===== src/rtl/serial_negate_sched.sv =====
// serial_negate_sched: round-robin two-requester front end for a bit-serial two's-complement negator.
// Define SNEG_OVF_FLAG_EN to add rsp_ovf, flagging the unrepresentable most-negative operand.
module serial_negate_sched #(
  parameter int WIDTH = 8
) (
  input  logic             t_clk,
  input  logic             r,
  input  logic             req0_valid,
  input  logic [WIDTH-1:0] req0_data,
  output logic             req0_ready,
  input  logic             req1_valid,
  input  logic [WIDTH-1:0] req1_data,
  output logic             req1_ready,
  output logic             rsp_valid,
  input  logic             rsp_ready,
  output logic [WIDTH-1:0] rsp_data,
  output logic             rsp_id,
  output logic             busy
`ifdef SNEG_OVF_FLAG_EN
  ,
  output logic             rsp_ovf
`endif
);

  localparam int CNT_W = $clog2(WIDTH + 1);

  typedef enum logic [1:0] {
    IDLE,
    SHIFT,
    DONE
  } state_e;

  state_e           state_q, state_d;
  logic [WIDTH-1:0] sreg_q, sreg_d;
  logic [WIDTH-1:0] res_q, res_d;
  logic [CNT_W-1:0] cnt_q, cnt_d;
  logic             seen_q, seen_d;
  logic             id_q, id_d;
  logic             rr_q, rr_d;
  logic             grant;
  logic             b;
  logic             last;
  logic             idle;

  // Single valid wins outright; a tie goes to the round-robin pointer.
  always_comb begin
    grant = rr_q;
    if (req0_valid && !req1_valid) begin
      grant = 1'b0;
    end else if (req1_valid && !req0_valid) begin
      grant = 1'b1;
    end
  end

  assign idle       = (state_q == IDLE) && !r;
  assign req0_ready = idle && req0_valid && !grant;
  assign req1_ready = idle && req1_valid && grant;

  assign b    = sreg_q[0];
  assign last = (cnt_q == CNT_W'(WIDTH - 1));

  always_comb begin
    state_d = state_q;
    sreg_d  = sreg_q;
    res_d   = res_q;
    cnt_d   = cnt_q;
    seen_d  = seen_q;
    id_d    = id_q;
    rr_d    = rr_q;
    unique case (state_q)
      IDLE: begin
        if (req0_ready || req1_ready) begin
          sreg_d  = req1_ready ? req1_data : req0_data;
          id_d    = req1_ready;
          rr_d    = !req1_ready;
          seen_d  = 1'b0;
          cnt_d   = '0;
          state_d = SHIFT;
        end
      end
      SHIFT: begin
        // Invert every bit above the lowest set bit.
        res_d  = {b ^ seen_q, res_q[WIDTH-1:1]};
        sreg_d = sreg_q >> 1;
        seen_d = seen_q | b;
        cnt_d  = cnt_q + CNT_W'(1);
        if (last) begin
          state_d = DONE;
        end
      end
      DONE: begin
        if (rsp_ready) begin
          state_d = IDLE;
        end
      end
      default: state_d = IDLE;
    endcase
  end

  always_ff @(posedge t_clk or posedge r) begin
    if (r) begin
      state_q <= IDLE;
      sreg_q  <= '0;
      res_q   <= '0;
      cnt_q   <= '0;
      seen_q  <= 1'b0;
      id_q    <= 1'b0;
      rr_q    <= 1'b0;
    end else begin
      state_q <= state_d;
      sreg_q  <= sreg_d;
      res_q   <= res_d;
      cnt_q   <= cnt_d;
      seen_q  <= seen_d;
      id_q    <= id_d;
      rr_q    <= rr_d;
    end
  end

  assign rsp_valid = (state_q == DONE);
  assign rsp_data  = res_q;
  assign rsp_id    = id_q;
  assign busy      = (state_q != IDLE);

`ifdef SNEG_OVF_FLAG_EN
  logic ovf_q, ovf_d;

  // Only a lone MSB set bit leaves seen_one clear until the final shift.
  always_comb begin
    ovf_d = ovf_q;
    if (state_q == IDLE && (req0_ready || req1_ready)) begin
      ovf_d = 1'b0;
    end else if (state_q == SHIFT && last) begin
      ovf_d = b && !seen_q;
    end
  end

  always_ff @(posedge t_clk or posedge r) begin
    if (r) begin
      ovf_q <= 1'b0;
    end else begin
      ovf_q <= ovf_d;
    end
  end

  assign rsp_ovf = ovf_q;
`endif

endmodule


===== config.mk =====
export PLATFORM = sky130hd
export DESIGN_NAME = serial_negate_sched
export DESIGN_NICKNAME = d
export VERILOG_FILES = /design/src/rtl/serial_negate_sched.sv
export SDC_FILE = /design/constraint.sdc
export NUM_CORES = 1
export LEC_CHECK = 0
export BUFFER_PORTS_ARGS = -buffer_cell sky130_fd_sc_hd__buf_2
export CAP_MARGIN = 20
export CORE_ASPECT_RATIO = 1.5
export CORE_MARGIN = 10
export CORE_UTILIZATION = 51
export CTS_CLUSTER_DIAMETER = 60
export DETAILED_ROUTE_END_ITERATION = 6
export GPL_TIMING_DRIVEN = 0
export PLACE_DENSITY = 0.78
export SLEW_MARGIN = 10
export SYNTH_ARGS = -nofsm -noshare
export SYNTH_HDL_FRONTEND = slang
export SYNTH_SLANG_ARGS = --single-unit

===== constraint.sdc =====
create_clock -name t_clk -period 1.9 [get_ports t_clk]
set_clock_uncertainty 0.2 [all_clocks]
set_input_delay 0.095 -clock t_clk [delete_from_list [all_inputs] [get_ports t_clk]]
set_output_delay 0.095 -clock t_clk [all_outputs]
set_load 0.05 [all_outputs]

==> run summary, run 1 <==
Signal routing reaches up to met4. In the routed design, unresolved DRC markers number 0. In this run the static leakage power is 0.000903 uW. The logs give 1.30 mm for the routed length on met1 and 38.9% for the remaining max-slew budget at the tightest pin. The finished layout holds 205 standard cells, fillers aside. Max-cap violations in this run came to 0.

The area of the mapped netlist is 1260 sq um. The pin count of the biggest net entering global routing came out at 26. The tightest hold path in the finished design has a slack of 0.267 ns. Pin placement for this block handled 34 I/O pins. For the worst setup path, the data arrival time is 1.52 ns.

The tools report the met2 wire length as 1.62 mm. The tightest min-delay check is of the input pin to register type. Final setup violation count: 0.

The last weighted congestion value of the routability-driven placer was 0.759; the die outline area was 4910 sq um. Total count of max-transition violations in the final report: 0. The first detailed-routing pass took 4 iterations. In this run, placement finished with an instance count of 178. The worst path required time came out at 1.60 ns. The total routed wirelength was 3.16 mm. In the final routed layout, each cell accounts on average for 15.4 um. The flow ran to the end, and the final reports show no timing, DRC or antenna violations. The portion of the clock cycle consumed by the worst path in the final layout was 95.6%; the remaining global-route overflow was 0.

Proportion of register bits with asynchronous set or reset after synthesis: 100%. Synthesized area per cell: 10.5 sq um. The most used flip-flop cell after synthesis is sky130_fd_sc_hd__dfrtp_1. In this run, the number of DRC markers left after iteration 0 of detailed routing was 27. Measured along the y axis, the die boundary spans 81.0 um. The capturing element type of the critical path is an output pin.

The post-route netlist has 31.5% of its cells at a drive strength greater than 1. The post-synthesis instance total was 121; the cell row count was 22. The final critical path time including I/O delays and setup was 1.82 ns; the initial core utilization was 52.2%. STA classifies the critical path startpoint as a register. In this run the remaining antenna-violating nets after routing total 0. Yosys mapped a number of flops with a built-in enable equal to 0. The largest area contributor in the netlist was sky130_fd_sc_hd__dfrtp_1. Global routing used 13.7% of the available tracks. Among all cell types in the netlist, the one instantiated most often is sky130_fd_sc_hd__nand2_1. By count the netlist is led by sky130_fd_sc_hd__nand2_1 (29), sky130_fd_sc_hd__dfrtp_1 (25), sky130_fd_sc_hd__o21ai_1 (11). The logs give 1168 for the via count of the first global-routing pass and 5.35 mm for the global-route wire length before repair. The largest fanout of any net on the critical path works out to 4. The later pin in the worst-skew pair is clocked with a latency of 0.32 ns. The level count of the clock H-tree came out at 1.

For the initial antenna violation count, the log shows 0. The worst-case IR drop observed on VDD is 1.29 mV. The cell at the root of the clock tree was sky130_fd_sc_hd__clkbuf_4. For the pin with the worst max-slew slack, the measured transition is 0.916 ns. The clock transition time at the flip-flop clock pins of the worst setup and hold paths works out to 0.14 ns.

Setup repair after global routing left no endpoint under its margin. The routed via count divided by cell count was 5.34. The routed layout has 1095 vias. The synthesis-to-layout area growth is 36.9%.

The number of distinct standard cells referenced by the synthesized netlist is 26. For this run, the share of the core covered by cells in the final layout is 71.5%. Synthesis inferred 25 register bits. The path type of the worst setup path was register to output pin. TritonCTS built the clock tree.

For this design the ratio of total power to cell area is 1490 nW/um^2. In this run the tool buffered the top-level ports with 33 buffer cells. The yosys synthesis warning count was 0. For this run, the top clock speed supported by timing is 0.550 GHz. Summed over all nets, the half-perimeter wirelength after detailed placement is 2.08 mm. The maximum number of buffers from clock root to sink is 2. For the final number of hold-violating endpoints, the log shows 0. The sink count of the clock tree was 25; the fraction of synthesized cell area taken by the top area cell type was 49.5%. In this run the standard cell core region covers 2420 sq um. For the post-layout net count, the log shows 205.

When the netlist entered floorplanning its net count stood at 144. Measured along the x axis, the die boundary spans 60.7 um. Timing analysis after detailed placement gives a worst setup slack of 0.304 ns.

Sequential cells were found to cover 49.5% of the synthesized design area. The number of buffers inserted during clock tree synthesis is 3, and the post-route worst setup slack is 0.0830 ns. For the met3 layer wire length in the routed design, the log shows 193 um. After synthesis, the cell types taking the most area are sky130_fd_sc_hd__dfrtp_1 (49%), sky130_fd_sc_hd__nand2_1 (8.6%), sky130_fd_sc_hd__mux2i_1 (6.3%), sky130_fd_sc_hd__o21ai_1 (4.4%), sky130_fd_sc_hd__a22o_1 (4.2%). 0 antenna diodes ended up in the layout.
## worst max-delay path: stages (launching register included)
cell,delay [ns]
sky130_fd_sc_hd__dfrtp_1,0.44
sky130_fd_sc_hd__buf_6,0.14
sky130_fd_sc_hd__nor3_4,0.23
sky130_fd_sc_hd__nand2_2,0.09
sky130_fd_sc_hd__a21oi_2,0.12
sky130_fd_sc_hd__buf_6,0.17
## stage by stage
step                      area [sq um]  setup TNS, ns  power [uW]
after floorplan                   1270              0        1980
after global placement            1460              0        2230
after detailed placement          1460              0        2280
after CTS                         1700      -0.000452        2570
after global routing              1730              0        2770
final                             1730              0        2580
## worst paths after layout
kind	start	end	slack, ns	depth (start not counted)
max	state_q[1]	req0_ready	0.08	5
max in group asynchronous	r	sreg_q[2]	0.56	3
min	rsp_ready	state_q[1]	0.27	3
max reg2reg	state_q[1]	sreg_q[3]	0.37	5
min in group asynchronous	r	state_q[0]	0.37	3
min reg2reg	rsp_data[0]	rsp_data[0]	0.29	2
## placed cells by master (no fill, tap or decap), types with 3 or more instances in the layout
cell,Yosys,routed
sky130_fd_sc_hd__a21oi_1,5,4
sky130_fd_sc_hd__a22o_1,6,6
sky130_fd_sc_hd__a22oi_1,4,4
sky130_fd_sc_hd__buf_2,0,31
sky130_fd_sc_hd__buf_4,2,4
sky130_fd_sc_hd__buf_6,4,7
sky130_fd_sc_hd__clkbuf_4,0,3
sky130_fd_sc_hd__dfrtp_1,25,25
sky130_fd_sc_hd__dlygate4sd3_1,0,20
sky130_fd_sc_hd__inv_1,4,4
sky130_fd_sc_hd__mux2i_1,8,8
sky130_fd_sc_hd__nand2_1,29,28
sky130_fd_sc_hd__o21ai_1,11,11
## what timing repair did
| action | 4_1_cts | 5_1_grt |
|---|---|---|
| cloned | 0 | 0 |
| resized for setup | 3 | 3 |
| hold buffers | 20 | 0 |
| endpoints found under the setup margin | 2 | 2 |
| buffers inserted | 0 | 3 |
| pin swaps | 0 | 1 |
| endpoints found under the hold margin | 37 | 0 |
## final cells by class
type                       instances  area (sq um)
buffer                             6          63.8
multi-input combinational         85           567
sequential                        25           626
fill                             175           691
inverter                           5          18.8
tap                               24          30.0
clock buffer                       4          26.3
timing repair buffer              56           400
## power breakdown
group          switching, uW  internal, uW  leakage [uW]  total (uW)
clock                    159          82.3     0.0000150         242
combinational            874           542      0.000572        1420
sequential               164           755      0.000316         920
## routing by layer
metal  track usage [%]  vias to the layer above
li1                  -                      539
met1              16.6                      519
met2              22.4                       31
met3              4.21                        6
met4              4.63                        0
met5                 0                        -
## logic make-up (layout without fill, tap and decap cells)
logic type / count (synthesis) / count (layout) / synth area share (%)
adder cells (fa/ha/maj): 2 / 2 / 1.98
flip-flops: 25 / 25 / 49.5
AO/OA/AOI/OAI: 34 / 34 / 19.4
AND/OR/NAND/NOR: 40 / 40 / 15.7
multiplexers: 9 / 9 / 7.22
buffers and inverters: 11 / 71 / 6.23
## flip-flops by register name, indices dropped and copies added, names as in the netlist
| name | flops |
|---|---|
| rsp_data | 8 |
| seen_q | 1 |
| rsp_id | 1 |
| sreg_q | 8 |
| cnt_q | 4 |
| rr_q | 1 |
| state_q | 2 |
Note: power is estimated with default switching activity, not from simulation.
==> run 2, diff against run 1 <==
- CORE_UTILIZATION: 51 -> 55
- PLACE_DENSITY: 0.78 -> 0.83
- RECOVER_POWER: not set -> 100
- clock period: 1.9 -> 2.3 ns (I/O delays scaled with it)
==> run 2 against run 1 <==
Sequential power down 17%. Highest routed layer unchanged. Sequential share of layout area rose by 1.7 points. Clock power shrank 20%. Power fell by 19%.
==> run summary, run 2 (synthesis results as in run 1) <==
The tools report the startpoint class of the critical path as a register. After clock tree synthesis, the clock-pin slew on the worst setup and hold paths is 0.13 ns. The run gives 0 as the total count of max-transition violations in the final report. Registers are responsible for 36.8% of the overall power. Summing over every cut layer, the via total after detailed routing is 1129. Buffers inserted to repair hold after CTS numbered 21. The max capacitance violation total is 0. Of the cells placed in the final design, the portion with a size suffix greater than 1 is 20.7%. Using the TritonRoute via totals, the vias-per-cell ratio works out to 5.59.

Core outline area: 2210 sq um. Along the worst path, the maximum fanout reaches 10. The floorplan has 21 rows.

The total overflow left after global routing is 0. The count of port buffers added during placement came out at 33. TritonCTS built the clock tree. The die is 59.2 um wide. The level count of the clock H-tree is 1, and the die outline area is 4660 sq um.

Setup repair after global routing left no endpoint under its margin. The count of nets left with antenna violations once routing finished came out at 0. Per report_power, the combinational group accounts for 53.9% of the total.

For this run, the detailed router's first-pass iteration total came to 4. The run gives 0 as the number of buffers inserted to repair setup after CTS. Clock tree synthesis selected as its root buffer the cell sky130_fd_sc_hd__clkbuf_4. The depth of the worst hold-timing path was 1; the mean routed wirelength per cell was 15.6 um.

The library cell used most frequently in the layout, excluding fill and tap cells, is sky130_fd_sc_hd__nand2_1. Last weighted congestion value of the routability-driven placer: 0.739. The final critical path time including I/O delays and setup came out at 2.13 ns. The final standard cell count with taps included and fillers excluded was 202; the portion of the clock cycle consumed by the worst path in the final layout was 92.6%. The worst setup path is captured at an output pin.

The area growth from synthesis to layout is 30.8%. In this run the deepest clock path goes through 2 buffers. Detailed placement ended at an HPWL of 2.11 mm.

The number of remaining DRC errors is 0. For this run, the top clock speed supported by timing is 0.470 GHz. For the worst ir drop on vdd, the log shows 0.824 mV. The tools report the initial antenna violation count as 0. The number of DRC markers after the initial detailed-route iteration came out at 26. The power density of the placed cells is 1260 nW/um^2, and the total internal power is 1100 uW. For the pin with the worst max-slew slack, the measured transition is 0.916 ns. For the worst-skew pair, the clock arrives at the later sink with an insertion delay of 0.31 ns.

The run gives 984 uW as the net load switching power. Leaving out fill and tap cells, the most frequent cells in the layout are sky130_fd_sc_hd__nand2_1 (29), sky130_fd_sc_hd__dfrtp_1 (25), sky130_fd_sc_hd__dlygate4sd3_1 (21). The run finished with clean final reports.

The number of antenna diodes in the final layout is 0. For the worst setup path, the data arrival time is 1.81 ns. The final setup violation count came out at 0. The run gives 34 as the top-level I/O count. The total routed wirelength came out at 3.15 mm.

The depth of the most critical reg-to-reg path is 5. The remaining max-slew budget at the tightest pin is 38.9%, and the clock network power share is 9.3%. The tools report the final number of hold-violating endpoints as 0.

The via count of the first global-routing pass is 1226. Counting the buffers created by CTS gives 3. The total routing usage reported by global routing is 14.5%.

Setup total negative slack on the finished layout was measured at 0 ns. The tools report the leakage power figure as 0.000843 uW. Entering global routing, the biggest net connects 26 pins. The clock net in this run drives a total of 25 sinks. For this run, the post-layout net count is 203.

The count of placed standard cells including taps is 177, and the total of cells resized after clock tree synthesis is 0. STA puts the critical path data required time at 1.99 ns. Path type of the worst setup path: register to output pin. In this run the worst hold path is classified as register to register.

Initial core utilization: 57.3%. Of the total power, the share spent switching nets is 47.3%. The floorplan die height works out to 78.7 um. For the global-route wire length before repair, the log shows 5.49 mm.
## run 2: cell types whose count changed in the layout (fill, tap and decap cells not counted), moves of 3 or more
| cell | change |
|---|---|
| sky130_fd_sc_hd__buf_6 | -3 |
| sky130_fd_sc_hd__o21ai_1 | -6 |
| sky130_fd_sc_hd__o21ai_0 | +7 |
| sky130_fd_sc_hd__buf_2 | -11 |
| sky130_fd_sc_hd__clkbuf_2 | +3 |
| sky130_fd_sc_hd__buf_4 | -4 |
| sky130_fd_sc_hd__clkbuf_1 | +12 |
## run 2: final timing paths
check	start	end	slack, ns
min in group asynchronous	r	sreg_q[6]	0.44
hold / removal	rsp_id	rsp_id	0.29
hold reg to reg	rsp_id	rsp_id	0.29
max in group asynchronous	r	rsp_data[4]	0.91
setup / recovery	state_q[1]	req1_ready	0.17
setup reg to reg	state_q[1]	rr_q	0.22
## run 2: final cells by class
| class | instances | area (sq um) |
|---|---|---|
| buffer | 6 | 52.6 |
| clock buffer | 4 | 26.3 |
| tap | 23 | 28.8 |
| fill | 167 | 553 |
| multi-input combinational | 85 | 539 |
| sequential | 25 | 626 |
| timing repair buffer | 54 | 363 |
| inverter | 5 | 18.8 |
## run 2: metal layers
| metal | share of wire, % | global-route usage [%] | vias to the layer above | wire length (um) |
|---|---|---|---|---|
| met4 | 1.7 | 6.68 | 0 | 55 |
| met5 | 0 | 0 | - | 0 |
| met2 | 54 | 24.7 | 33 | 1710 |
| li1 | - | - | 539 | - |
| met3 | 5.4 | 3.34 | 6 | 169 |
| met1 | 38 | 16.3 | 551 | 1210 |
## run 2: per-stage QoR
stage | hold slack, ns | setup WS (ns) | instance area (sq um) | utilization, % | total power [uW]
after floorplan | -0.0577 | 0.357 | 1260 | - | 1630
after global placement | 0.114 | 0.716 | 1460 | 66.1 | 1840
after detailed placement | 0.134 | 0.691 | 1460 | 66.1 | 1890
after CTS | 0.301 | 0.310 | 1700 | 76.8 | 2140
after global routing | 0.331 | 0.0923 | 1650 | 74.9 | 2250
final | 0.295 | 0.171 | 1650 | 74.9 | 2080
## run 2: worst max-delay path, stage by stage (launching register included)
cell,delay [ns]
sky130_fd_sc_hd__dfrtp_1,0.45
sky130_fd_sc_hd__clkbuf_1,0.26
sky130_fd_sc_hd__or2_4,0.31
sky130_fd_sc_hd__nor3_4,0.17
sky130_fd_sc_hd__clkbuf_2,0.30
## run 2: power by group through the flow
stage	logic (uW)	clock network, uW	registers [uW]
after CTS	1180	198	759
after global routing	1250	208	793
after detailed placement	1120	0	766
final	1120	193	767
after global placement	1090	0	753
after floorplan	652	0	979
